==> src/rtl/perf_pkg.sv <==
// Shared constants and FSM encoding for the performance monitor.
package perf_pkg;

  localparam int unsigned CNT_W_DEF  = 32;
  localparam int unsigned N_EVT_DEF  = 4;
  localparam int unsigned FRAC_W_DEF = 8;

  typedef enum logic [1:0] {
    ST_IDLE   = 2'd0,
    ST_DIVIDE = 2'd1,
    ST_DONE   = 2'd2
  } perf_state_e;

endpackage

==> src/rtl/perf_seq_divider.sv <==
// Restoring unsigned divider, one quotient bit per cycle, DVD_W cycles per divide.
// done pulses on the final iteration and quotient carries the finished result that cycle.
module perf_seq_divider #(
  parameter int DVD_W = 40,
  parameter int DVS_W = 32
) (
  input  logic             clk,
  input  logic             rst_n,
  input  logic             start,
  input  logic [DVD_W-1:0] dividend,
  input  logic [DVS_W-1:0] divisor,
  output logic             busy,
  output logic             done,
  output logic [DVD_W-1:0] quotient
);

  localparam int CW = $clog2(DVD_W + 1);

  logic             busy_q, busy_d;
  logic [CW-1:0]    cnt_q, cnt_d;
  logic [DVS_W-1:0] rem_q, rem_d;
  logic [DVD_W-1:0] quo_q, quo_d;
  logic [DVS_W-1:0] dvs_q, dvs_d;
  logic [DVS_W:0]   rem_shift;
  logic             ge;

  always_comb begin
    busy_d    = busy_q;
    cnt_d     = cnt_q;
    rem_d     = rem_q;
    quo_d     = quo_q;
    dvs_d     = dvs_q;
    done      = 1'b0;
    // Dividend bits shift out of the top of quo_q while quotient bits enter at the bottom.
    rem_shift = {rem_q, quo_q[DVD_W-1]};
    ge        = (rem_shift >= {1'b0, dvs_q});
    if (busy_q) begin
      if (ge) begin
        rem_d = DVS_W'(rem_shift - {1'b0, dvs_q});
      end else begin
        rem_d = rem_shift[DVS_W-1:0];
      end
      quo_d = {quo_q[DVD_W-2:0], ge};
      cnt_d = cnt_q - CW'(1);
      if (cnt_q == CW'(1)) begin
        busy_d = 1'b0;
        done   = 1'b1;
      end
    end else if (start) begin
      busy_d = 1'b1;
      cnt_d  = CW'(DVD_W);
      rem_d  = '0;
      quo_d  = dividend;
      dvs_d  = divisor;
    end
  end

  always_ff @(posedge clk or negedge rst_n) begin
    if (!rst_n) begin
      busy_q <= 1'b0;
      cnt_q  <= '0;
      rem_q  <= '0;
      quo_q  <= '0;
      dvs_q  <= '0;
    end else begin
      busy_q <= busy_d;
      cnt_q  <= cnt_d;
      rem_q  <= rem_d;
      quo_q  <= quo_d;
      dvs_q  <= dvs_d;
    end
  end

  assign busy     = busy_q;
  assign quotient = quo_d;

endmodule

==> src/rtl/perf_monitor_unit.sv <==
// Saturating cycle/instruction/event counters with snapshot capture and fixed-point CPI.
// Live counters index 0 = cycles, 1 = instr, 2+i = event i, matching the ovf bit layout.
module perf_monitor_unit
  import perf_pkg::*;
#(
  parameter int CNT_W  = CNT_W_DEF,
  parameter int N_EVT  = N_EVT_DEF,
  parameter int FRAC_W = FRAC_W_DEF
) (
  input  logic                   clk,
  input  logic                   rst_n,
  input  logic                   enable,
  input  logic                   clear,
  input  logic                   instr_retire,
  input  logic [N_EVT-1:0]       evt_inc,
  input  logic                   snapshot_req,
  output logic [CNT_W-1:0]       snap_cycles,
  output logic [CNT_W-1:0]       snap_instr,
  output logic [N_EVT*CNT_W-1:0] snap_evt,
  output logic [CNT_W-1:0]       cpi_q,
  output logic                   cpi_valid,
  output logic                   div_by_zero,
  output logic                   busy,
  output logic [N_EVT+1:0]       ovf
);

  localparam int NC = N_EVT + 2;
  localparam int DW = CNT_W + FRAC_W;
  localparam logic [CNT_W-1:0] CNT_MAX = '1;

  logic [NC-1:0][CNT_W-1:0] live_q, live_d;
  logic [NC-1:0][CNT_W-1:0] snap_q, snap_d;
  logic [NC-1:0]            ovf_q, ovf_d;
  logic [NC-1:0]            strobe;
  logic [CNT_W-1:0]         cpi_reg_q, cpi_reg_d;
  logic                     dbz_q, dbz_d;
  perf_state_e              state_q, state_d;

  logic          div_start, div_busy, div_done;
  logic [DW-1:0] div_quo;

  assign strobe = {evt_inc, instr_retire, 1'b1};

  always_comb begin
    live_d = live_q;
    ovf_d  = ovf_q;
    for (int i = 0; i < NC; i++) begin
      if (enable && strobe[i]) begin
        if (live_q[i] == CNT_MAX) begin
          ovf_d[i] = 1'b1;
        end else begin
          live_d[i] = live_q[i] + CNT_W'(1);
        end
      end
    end
    if (clear) begin
      live_d = '0;
      ovf_d  = '0;
    end
  end

  // The divider starts from the live values, which are exactly what snap_q captures this edge.
  always_comb begin
    state_d   = state_q;
    snap_d    = snap_q;
    cpi_reg_d = cpi_reg_q;
    dbz_d     = dbz_q;
    div_start = 1'b0;
    case (state_q)
      ST_IDLE: begin
        if (snapshot_req) begin
          snap_d = live_q;
          if (live_q[1] == '0) begin
            state_d   = ST_DONE;
            cpi_reg_d = '1;
            dbz_d     = 1'b1;
          end else begin
            state_d   = ST_DIVIDE;
            div_start = 1'b1;
          end
        end
      end
      ST_DIVIDE: begin
        if (div_done) begin
          state_d   = ST_DONE;
          cpi_reg_d = (|div_quo[DW-1:CNT_W]) ? '1 : div_quo[CNT_W-1:0];
          dbz_d     = 1'b0;
        end else if (!div_busy) begin
          state_d = ST_IDLE;
        end
      end
      ST_DONE: state_d = ST_IDLE;
      default: state_d = ST_IDLE;
    endcase
  end

  always_ff @(posedge clk or negedge rst_n) begin
    if (!rst_n) begin
      live_q    <= '0;
      snap_q    <= '0;
      ovf_q     <= '0;
      cpi_reg_q <= '0;
      dbz_q     <= 1'b0;
      state_q   <= ST_IDLE;
    end else begin
      live_q    <= live_d;
      snap_q    <= snap_d;
      ovf_q     <= ovf_d;
      cpi_reg_q <= cpi_reg_d;
      dbz_q     <= dbz_d;
      state_q   <= state_d;
    end
  end

  perf_seq_divider #(
    .DVD_W(DW),
    .DVS_W(CNT_W)
  ) u_div (
    .clk     (clk),
    .rst_n   (rst_n),
    .start   (div_start),
    .dividend({live_q[0], FRAC_W'(0)}),
    .divisor (live_q[1]),
    .busy    (div_busy),
    .done    (div_done),
    .quotient(div_quo)
  );

  assign snap_cycles = snap_q[0];
  assign snap_instr  = snap_q[1];
  assign snap_evt    = snap_q[NC-1:2];
  assign cpi_q       = cpi_reg_q;
  assign cpi_valid   = (state_q == ST_DONE);
  assign div_by_zero = dbz_q;
  assign busy        = (state_q != ST_IDLE);
  assign ovf         = ovf_q;

endmodule

==> config.mk <==
export PLATFORM = sky130hd
export DESIGN_NAME = perf_monitor_unit
export DESIGN_NICKNAME = d
export VERILOG_FILES = /design/src/rtl/perf_pkg.sv /design/src/rtl/perf_seq_divider.sv /design/src/rtl/perf_monitor_unit.sv
export SDC_FILE = /design/constraint.sdc
export NUM_CORES = 1
export LEC_CHECK = 0
export ABC_AREA = 1
export BUFFER_PORTS_ARGS = -buffer_cell sky130_fd_sc_hd__buf_4
export CORE_MARGIN = 5
export CORE_UTILIZATION = 50
export DETAILED_ROUTE_END_ITERATION = 7
export PLACE_DENSITY = 0.71
export SLEW_MARGIN = 20
export SYNTH_ARGS = -nofsm -noshare
export SYNTH_HDL_FRONTEND = slang
export SYNTH_HIERARCHICAL = 1
export SYNTH_SLANG_ARGS = --single-unit
==> constraint.sdc <==
create_clock -name clk -period 4.9 [get_ports clk]
set_input_delay 0.245 -clock clk [delete_from_list [all_inputs] [get_ports clk]]
set_output_delay 0.245 -clock clk [all_outputs]
set_load 0.01 [all_outputs]
## Word level (Yosys, flattened, before mapping)

Index checks and enable logic that the tools add are counted.

- $add $sub $neg: 8
- Multiplexer cells: 55
- Bitwise logic cells: 1
- $lt $le $gt $ge: 1
- Equal/unequal tests: 19
- Reductions and logical operators: 39

Operator list:

| cell | number |
|---|---|
| two-way mux 32 bit | 19 |
| adder 32 x 1 -> 32 bit, second input constant | 6 |
| == test 32 bit, second input constant | 6 |
| two-way mux 192 bit | 1 |
| two-way mux 40 bit | 2 |
| one-hot mux 32 bit (2 select lines) | 1 |
| greater-or-equal comparator 33 x 32 -> 1 bit | 1 |
| logical NOT 32 bit | 1 |
| subtractor 32 bit | 1 |
| AND reduction 2 bit | 15 |
| nonzero test 2 bit | 15 |
| two-way mux 1 bit | 23 |
| two-way mux 6 bit | 3 |
| != test 2 bit, second input constant | 9 |
| two-way mux 2 bit | 4 |
| OR reduction 8 bit | 1 |
| == test 6 x 1 -> 1 bit, second input constant | 1 |
| subtractor 6 x 1 -> 6 bit, second input constant | 1 |
| logical AND 1 bit | 5 |
| one-hot mux 2 bit (2 select lines) | 1 |
| AND reduction 4 bit | 1 |
| != test 3 bit, second input constant | 1 |
| == test 2 x 1 -> 1 bit, second input constant | 1 |
| == test 2 bit, second input constant | 1 |
| other kinds (3) | 3 |

- Word-level logic and storage cells: 149
- Register bits after elaboration: 536
- Output and inout bits: 233
- Input port bits: 10

## Longest topological paths before layout

Gate-level depths: netlist of run 1.

- Depth after elaboration: 10
- Gate-level depth with buffers: 21
- Mapped depth without buffers: 17

## By module

Netlist of run 1, hierarchy kept.

Modules (own cells, without submodules):

| module | cells an instance | area each (µm²) | instances | sequential area each (µm²) |
|---|---|---|---|---|
| perf_monitor_unit | 2880 | 21825.9 | 1 | 10635.2 |
| perf_seq_divider | 1122 | 7644.8 | 1 | 2777.7 |

## Worst setup path after synthesis of run 1

OpenSTA, ideal clock, no wires.

- Path kind: register to register
- Start: register live_q[32] (netlist name)
- End: register cpi_reg_q[11], in the netlist cpi_q[11]
- Path slack: 1.944 ns
- Data required time: 4.783 ns
- Period minus slack after synthesis: 2.956 ns
- Library setup time: 0.117 ns
- Arrival time: 2.839 ns
- Path buffers: 4
- Cell stages (with the launch flop): 22
- Cells stage by stage: dfrtp_1 -> inv_1 -> ha_1 -> nand3_1 -> nor2_1 -> nand2_1 -> o21ai_4 -> buf_2 -> nor2_1 -> inv_1 -> nor2_1 -> buf_2 -> buf_2 -> nand2_1 -> o221ai_1 -> nor2_1 -> nand2_1 -> nor2_1 -> clkbuf_1 -> nand3b_1 -> nand3_1 -> nand2_1

- Word-level cells in the longest chain between the ends: 10
- Elaborated cells on any way between the ends: 12
- Those cells by class: eq/ne (1); mux (8); reduce/logical (3)

Ends and longest elaborated chain:

| what | line | source |
|---|---|---|
| start, declared | perf_monitor_unit.sv:31 | `logic [NC-1:0][CNT_W-1:0] live_q, live_d;` |
| start signal, assigned | perf_monitor_unit.sv:106 | `live_q <= live_d;` |
| logical NOT 32 bit | perf_monitor_unit.sv:73 | `if (live_q[1] == '0) begin` |
| two-way mux 1 bit | perf_monitor_unit.sv:73 |  |
| two-way mux 1 bit | perf_monitor_unit.sv:71 | `if (snapshot_req) begin` |
| two-way mux 1 bit | perf_monitor_unit.sv:69 | `case (state_q)` |
| net div_start | perf_monitor_unit.sv:39 | `logic div_start, div_busy, div_done;` |
| two-way mux 40 bit | perf_seq_divider.sv:49 | `end else if (start) begin` |
| two-way mux 40 bit | perf_seq_divider.sv:37 | `if (busy_q) begin` |
| net div_quo[37] | perf_monitor_unit.sv:40 | `logic [DW-1:0] div_quo;` |
| OR reduction 8 bit | perf_monitor_unit.sv:86 | `cpi_reg_d = (\|div_quo[DW-1:CNT_W]) ? '1 : div_quo[CNT_W-1:0];` |
| two-way mux 32 bit | perf_monitor_unit.sv:86 |  |
| two-way mux 32 bit | perf_monitor_unit.sv:84 | `if (div_done) begin` |
| one-hot mux 32 bit (2 select lines) | perf_monitor_unit.sv:69 |  |
| end signal, assigned | perf_monitor_unit.sv:109 | `cpi_reg_q <= cpi_reg_d;` |
| end, declared | perf_monitor_unit.sv:35 | `logic [CNT_W-1:0] cpi_reg_q, cpi_reg_d;` |

The timed path passes the listed nets, and every way through them passes these cells. The select of a mux whose other input is x is not followed.
A chain may end at the register's enable or synchronous reset.

## Worst setup path after layout of run 1

- Start: register state_q[0]
- End: register cpi_reg_q[2], in the netlist cpi_q[2]

- Word-level cells in the longest chain between the ends: 8
- Elaborated cells on any way between the ends: 14
- Those cells by class: eq/ne (4); mux (6); reduce/logical (4)

Ends and longest elaborated chain:

| what | line | source |
|---|---|---|
| start, declared | perf_monitor_unit.sv:37 | `perf_state_e state_q, state_d;` |
| start signal, assigned | perf_monitor_unit.sv:111 | `state_q <= state_d;` |
| logical NOT 2 bit | perf_monitor_unit.sv:69 |  |
| two-way mux 1 bit | perf_monitor_unit.sv:69 |  |
| net div_start | perf_monitor_unit.sv:39 |  |
| two-way mux 40 bit | perf_seq_divider.sv:49 |  |
| two-way mux 40 bit | perf_seq_divider.sv:37 |  |
| net div_quo[37] | perf_monitor_unit.sv:40 |  |
| OR reduction 8 bit | perf_monitor_unit.sv:86 |  |
| two-way mux 32 bit | perf_monitor_unit.sv:86 |  |
| two-way mux 32 bit | perf_monitor_unit.sv:84 |  |
| one-hot mux 32 bit (2 select lines) | perf_monitor_unit.sv:69 |  |

The timed path passes the listed nets, and every way through them passes these cells. The select of a mux whose other input is x is not followed.

==> results of run 1 <==
==> power groups by stage <==
stage | logic [uW] | clock network, uW | registers [uW]
floorplan | 3990 | 0 | 5400
global placement | 5360 | 0 | 5430
detailed placement | 5400 | 0 | 5420
CTS | 5440 | 4540 | 5350
global route | 6160 | 4730 | 5420
finish | 5440 | 4440 | 5360
==> critical path: stages, from the launching register on <==
cell	delay [ns]
dfrtp_1	0.40
nor2_1	0.58
o21ai_4	0.14
nor2_1	0.18
nor2_2	0.06
inv_1	0.09
buf_4	0.38
o221ai_1	0.21
nor2_1	0.15
nand2_1	0.08
nor2_2	0.10
buf_4	0.33
nand3b_1	0.13
nand3_1	0.12
nand2_1	0.06
==> layout by cell type, fill, tap and decap left out, drive strengths merged, types with 4 or more instances in the layout <==
master	instances
o221ai	36
nand3	313
or2	8
inv	457
and2	9
xor2	40
clkbuf	79
nand4	28
a21oi	24
dfrtp	536
ha	41
conb	8
o21ai	359
xnor2	20
mux2	38
nand2	1453
clkinvlp	5
bufinv	4
nor2	418
o21a	4
nor3	8
clkinv	17
nand3b	65
buf	263
==> logic make-up after synthesis <==
kind of cell               Yosys count
muxes                               38
DFF                                536
other                                1
adders and majority gates           42
xor gates and xnor gates            60
buffers and inverters              590
AOI/OAI and AO/OA                  432
and+or+nand+nor                   2303
==> worst max path at each step <==
stage                       endpoint                   start  cells after the start
2_1_floorplan  cpi_q[11]$_DFFE_PN0P_  live_q[32]$_DFFE_PN0P_                     21
3_3_place_gp   cpi_q[16]$_DFFE_PN0P_  state_q[0]$_DFFE_PN0P_                     14
3_5_place_dp   cpi_q[13]$_DFFE_PN0P_  state_q[0]$_DFFE_PN0P_                     14
4_1_cts        cpi_q[26]$_DFFE_PN0P_  state_q[0]$_DFFE_PN0P_                     11
5_1_grt        cpi_q[30]$_DFFE_PN0P_    u_div/busy$_DFF_PN0_                     10
6_report        cpi_q[2]$_DFFE_PN0P_  state_q[0]$_DFFE_PN0P_                     14
==> stage by stage <==
stage	utilization [%]	instance area (sq um)	hold WS, ns	setup WS, ns	std cells
3_5_place_dp	54.1	31800	0.332	1.80	4912
5_1_grt	57.5	33700	0.0480	1.47	5019
4_1_cts	57.5	33700	0.0294	1.80	5019
3_3_place_gp	54.1	31800	0.334	1.83	4912
6_report	57.5	33700	0.0741	1.76	5019
2_1_floorplan	-	29500	-0.0506	1.94	4009
==> routing by layer <==
| metal | part of all wire (%) | vias to the layer above | global-route usage (%) |
|---|---|---|---|
| met5 | 0 | - | 0 |
| met4 | 2.0 | 0 | 5.54 |
| met3 | 6.0 | 93 | 3.91 |
| met2 | 46 | 618 | 39.4 |
| met1 | 46 | 12100 | 35.3 |
| li1 | - | 13000 | - |
==> state kept, by name (all words and copies together), names as in the netlist, 6 cells and up <==
signal / count
u_div/rem_q: 32
u_div/cnt_q: 6
snap_instr: 32
cpi_q: 32
snap_evt: 128
live_q: 192
u_div/quo_q: 40
snap_cycles: 32
ovf: 6
u_div/dvs_q: 32
==> area by class of cell <==
type,count,area (sq um)
clock buffers,79,1660
clock inverters,26,294
fillers,5487,24900
inverters,457,1720
multi-input cells,2883,13700
flip-flops and latches,536,13400
well taps,773,967
repair buffers,265,2040
==> repair_timing <==
action	4_1_cts	5_1_grt
endpoints found under the hold margin	86	0
endpoints found under the setup margin	0	0
hold buffers	2	0
==> results.txt, run 1 <==
IO Pins: 243
total power: 15200 uW
number of antenna violations at the first check in global routing: 0
antenna-violating nets left: 0
Setup Skew: 0.0190 ns
synthesized area: 0.0295 sq mm
post-synth top area share: 45.5%
die height: 253 microns
Synth Register Bits: 536
post-CTS sizing: 0
Power Density: 452 mW/mm^2
DR vias: 25800
Port Buffers: 242
drt first pass iters: 5
die area: 0.0639 sq mm
Worst Max-Slew Pin Slew: 1.03 ns
clock group share of total power: 29.1%
worst min path class: primary input to flip-flop
row count: 89
WS Path Type: flip-flop to flip-flop
Leakage: 0.0162 uW
Reg-to-Reg End: cpi_q[2]$_DFFE_PN0P_
vias in the first global route: 24500
total setup buffers inserted after CTS: 0
cell count after synthesis: 4002
Post-DP HPWL: 57200 microns
sequential area share after synthesis: 45.5%
RePlAce Congestion: 0.943
total core area: 0.0587 sq mm
Hold Vio Cnt, Final: 0
Primary FF master, synth: dfrtp_1
ys async rst share: 100%
Reg2Reg Launch Point: state_q[0]$_DFFE_PN0P_
Startpoint Class: flip-flop
wirelength, routed: 79600 microns
status: finished, final reports clean
Reg2Reg Setup Slack: 1.76 ns
CTS tree: done
grt total ovfl: 0
DRC violations left: 0
simple-gate area share of the yosys netlist: 33.1%
max-cap violations: 0
Combinational Power Share: 35.7%
Tcrit/Tclk final: 64.1%
Iteration-0 DRC Markers: 2055
most frequent cell after synthesis: nand2_1
# setup viols final: 0
unrepaired setup endpoints after global routing: no
Synth area leaders: dfrtp_1 46%, nand2_1 18%, inv_1 5.7%, o21ai_0 5.6%, nand3_1 5.2%
clk_lat worst skew: 0.62 ns
chip width: 253 microns
critical path arrival: 3.64 ns
mux share of post-synthesis cell area: 1.45%
Synth Area in Adders: 1.81%
Hold Crit Start: clear
WHS Path Cells: 2
layout cells sized above 1: 11.6%
largest net degree at the start of global routing: 134
Synth Area in Compound Gates: 7.97%
Max Clock Freq: 319 MHz
minimum clock period after layout: 3.14 ns
first-pass GRT wire length: 129000 microns
Synth Area in XOR/XNOR: 1.78%
synth cell count leaders: 1429 x nand2_1, 536 x dfrtp_1, 450 x inv_1, 381 x nor2_1, 329 x o21ai_0
Distinct cells, synth: 48
CTS root buf: clkbuf_16
drt via density: 5.15
fin nets: 4253
htree depth: 2
worst reg2reg path depth: 14
critical-path maximum fanout: 40
largest family of logic cells by synthesized area: simple AND/OR/NAND/NOR gates
Setup crit end kind: flip-flop
DR WL/cell: 15.9 microns
Required @ worst endpoint: 5.40 ns
CTS Sinks: 536
clock buffer depth: 3
Synth Warn #: 6
sequential power share: 35.1%
post-synth top area cell: dfrtp_1
Fin Setup TNS: 0 ns
n_diodes: 0
Area growth syn-to-layout: 14.5%
Num CTS Buffers: 58
Psw: 5750 uW
slew margin rel.: 31.6%
hold endpoint: ovf[0]$_DFFE_PN0P_
Final Slew Violations: 0
Int Power: 9490 uW
Post-synth EDFFs: 0
highest ir drop seen on vdd: 0.000379 V
Initial Utilization: 50.2%
Avg Synthesized Cell Area: 7.36 sq um
Sw Ratio: 37.7%
GRT Total Usage: 24.5%
CTS clk-pin slew, worst paths: 0.06 ns
Note: power is estimated with default switching activity, not from simulation.
==> run 2: changes to the inputs <==
- clock period: 4.9 -> 2.92 ns (I/O delays scaled with it)
==> run 2 against run 1 <==
Register-to-register slack got worse by 1.4 ns. Die area unchanged. Wire length increased by 1.8%. Critical path depth increased by 4. Sequential share of layout area decreased by 0.69 points. First-iteration DRC count decreased by 5.1%. Final cell count increased by 1.2%. Clock skew increased by 0.027 ns. Combinational power increased by 73%. Via count increased by 1.5%. Sequential power increased by 67%. Core utilization increased by 1.0 points.
==> results.txt, run 2 (synthesis gave the netlist of run 1 again) <==
row count: 89 (unchanged)
Tcrit/Tclk final: 89.3% (+25 points)
Area growth syn-to-layout: 16.5%
IO Pins: 243 (unchanged)
antenna-violating nets left: 0 (unchanged)
WS Path Type: flip-flop to flip-flop
CTS Sinks: 536 (unchanged)
Final Slew Violations: 0 (unchanged)
number of antenna violations at the first check in global routing: 0 (unchanged)
drt first pass iters: 6 (+1)
chip width: 253 microns (unchanged)
Max Clock Freq: 383 MHz (+20%)
total setup buffers inserted after CTS: 0 (unchanged)
Leakage: 0.0165 uW (+2.1%)
most common cell after layout, fill and taps aside: nand2_1
Setup Skew: 0.0463 ns (+0.0273 ns)
CTS clk-pin slew, worst paths: 0.06 ns (about the same)
first-pass GRT wire length: 132000 microns (+2.1%)
layout cells sized above 1: 12.7% (+1.1 points)
max-cap violations: 0 (unchanged)
status: finished, final reports clean
largest net degree at the start of global routing: 98 (-27%)
highest ir drop seen on vdd: 0.000619 V (+63%)
Initial Utilization: 50.2% (unchanged)
critical path arrival: 3.11 ns (-0.53 ns)
DR WL/cell: 16.0 microns (+0.60%)
RePlAce Congestion: 0.943 (about the same)
Worst Max-Slew Pin Slew: 0.659 ns (-0.367 ns)
# setup viols final: 0 (unchanged)
fin nets: 4311 (+1.4%)
die area: 0.0639 sq mm (unchanged)
GRT Total Usage: 24.9% (+0.44 points)
htree depth: 2 (unchanged)
total power: 25800 uW (+70%)
Fin Setup TNS: 0 ns (unchanged)
grt total ovfl: 0 (unchanged)
Required @ worst endpoint: 3.42 ns (-1.98 ns)
Hold Vio Cnt, Final: 0 (unchanged)
Setup crit end kind: flip-flop
Port Buffers: 242 (unchanged)
DR vias: 26200 (+1.5%)
total core area: 0.0587 sq mm (unchanged)
wirelength, routed: 81100 microns (+1.8%)
Post-DP HPWL: 58600 microns (+2.5%)
slew margin rel.: 56.1% (+24 points)
number of flip-flops under the largest register name: 192 (unchanged)
clk_lat worst skew: 0.62 ns (about the same)
drt via density: 5.16 (+0.26%)
CTS tree: done
unrepaired setup endpoints after global routing: no
critical-path maximum fanout: 32 (-20%)
worst min path class: primary input to flip-flop
vias in the first global route: 24800 (+1.3%)
FILL cells: 5398 (-1.6%)
Reg with most FFs: live_q
Startpoint Class: flip-flop
DRC violations left: 0 (unchanged)
n_diodes: 0 (unchanged)
commonest cells after routing, fill and taps aside: 1428 x nand2_1, 536 x dfrtp_1, 449 x inv_1
minimum clock period after layout: 2.61 ns (-0.531 ns)
die height: 253 microns (unchanged)
clock buffer depth: 3 (unchanged)
Iteration-0 DRC Markers: 1950 (-5.1%)
Power Density: 752 mW/mm^2 (+67%)
Num CTS Buffers: 57 (-1.7%)
CTS root buf: clkbuf_16
## run 2: changes by cell type in the layout (fill, tap and decap cells not counted), sizes merged
cell,change
buf,+55
clkinv,-5
clkinvlp,+1
bufinv,-1
dlygate4sd3,+4
clkbuf,+6
## run 2: cell type report
class,instances,area (sq um),share of cell area [%]
Clock buffer,85,1720,5.02
Clock inverter,21,235,0.685
Inverter,457,1720,5.01
Multi-Input combinational cell,2883,13700,39.8
Sequential cell,536,13400,39.1
Tap cell,773,967,2.82
Timing Repair Buffer,324,2630,7.66
## run 2: layer usage
metal | vias up | global-route usage (%) | part of all wire (%)
met1 | 12300 | 35.6 | 45
met2 | 661 | 40.0 | 46
met5 | - | 0 | 0
met4 | 0 | 5.46 | 2.0
li1 | 13200 | - | -
met3 | 115 | 4.64 | 6.4
## run 2: metrics by stage
step / utilization (%) / worst slack, ns / cell area, sq um / instances / hold WS [ns]
2_1_floorplan: - / -0.0355 / 29500 / 4009 / -0.150
5_1_grt: 58.5 / 0.0108 / 34300 / 5079 / 0.0795
4_1_cts: 58.5 / 0.313 / 34300 / 5079 / 0.0126
6_report: 58.5 / 0.311 / 34300 / 5079 / 0.0559
3_3_place_gp: 55.1 / 0.402 / 32300 / 4967 / 0.185
3_5_place_dp: 55.1 / 0.287 / 32300 / 4967 / 0.184
## run 2: final timing paths
kind                                         from                         end  slack [ns]  cells past startpoint
min reg2reg                 cpi_q[10]$_DFFE_PN0P_       cpi_q[10]$_DFFE_PN0P_        0.47                      2
max                        live_q[33]$_DFFE_PN0P_       cpi_q[18]$_DFFE_PN0P_        0.31                     18
min in group asynchronous                   rst_n  snap_instr[17]$_DFFE_PN0P_        0.14                      2
max in group asynchronous                   rst_n     live_q[116]$_DFFE_PN0P_        1.86                      4
max reg2reg                live_q[33]$_DFFE_PN0P_       cpi_q[18]$_DFFE_PN0P_        0.31                     18
min                                    evt_inc[1]     live_q[102]$_DFFE_PN0P_        0.06                      5
## run 2: critical path: stages, from the launching register on
cell      delay, ns
dfrtp_1        0.38
inv_1          0.09
ha_1           0.14
nand3_1        0.07
nor2_1         0.16
nand2_1        0.18
o21ai_4        0.20
nor2_1         0.09
inv_1          0.11
nor2_4         0.08
nand2_1        0.07
o221ai_1       0.12
nor2_1         0.15
nand2_1        0.07
nor2_2         0.14
buf_12         0.21
nand3b_1       0.10
nand3_1        0.09
nand2_1        0.05
## run 2: timing repair
action,in CTS,in global routing
hold buffers,6,0
gates resized for setup,0,0
hold endpoints to repair,91,0
## run 2: where the power goes
part / internal [uW] / total, uW / leakage, uW / switching, uW
Sequential: 8410 / 8960 / 0.00725 / 549
Combinational: 3390 / 9390 / 0.00832 / 6010
Clock: 4360 / 7490 / 0.000947 / 3130
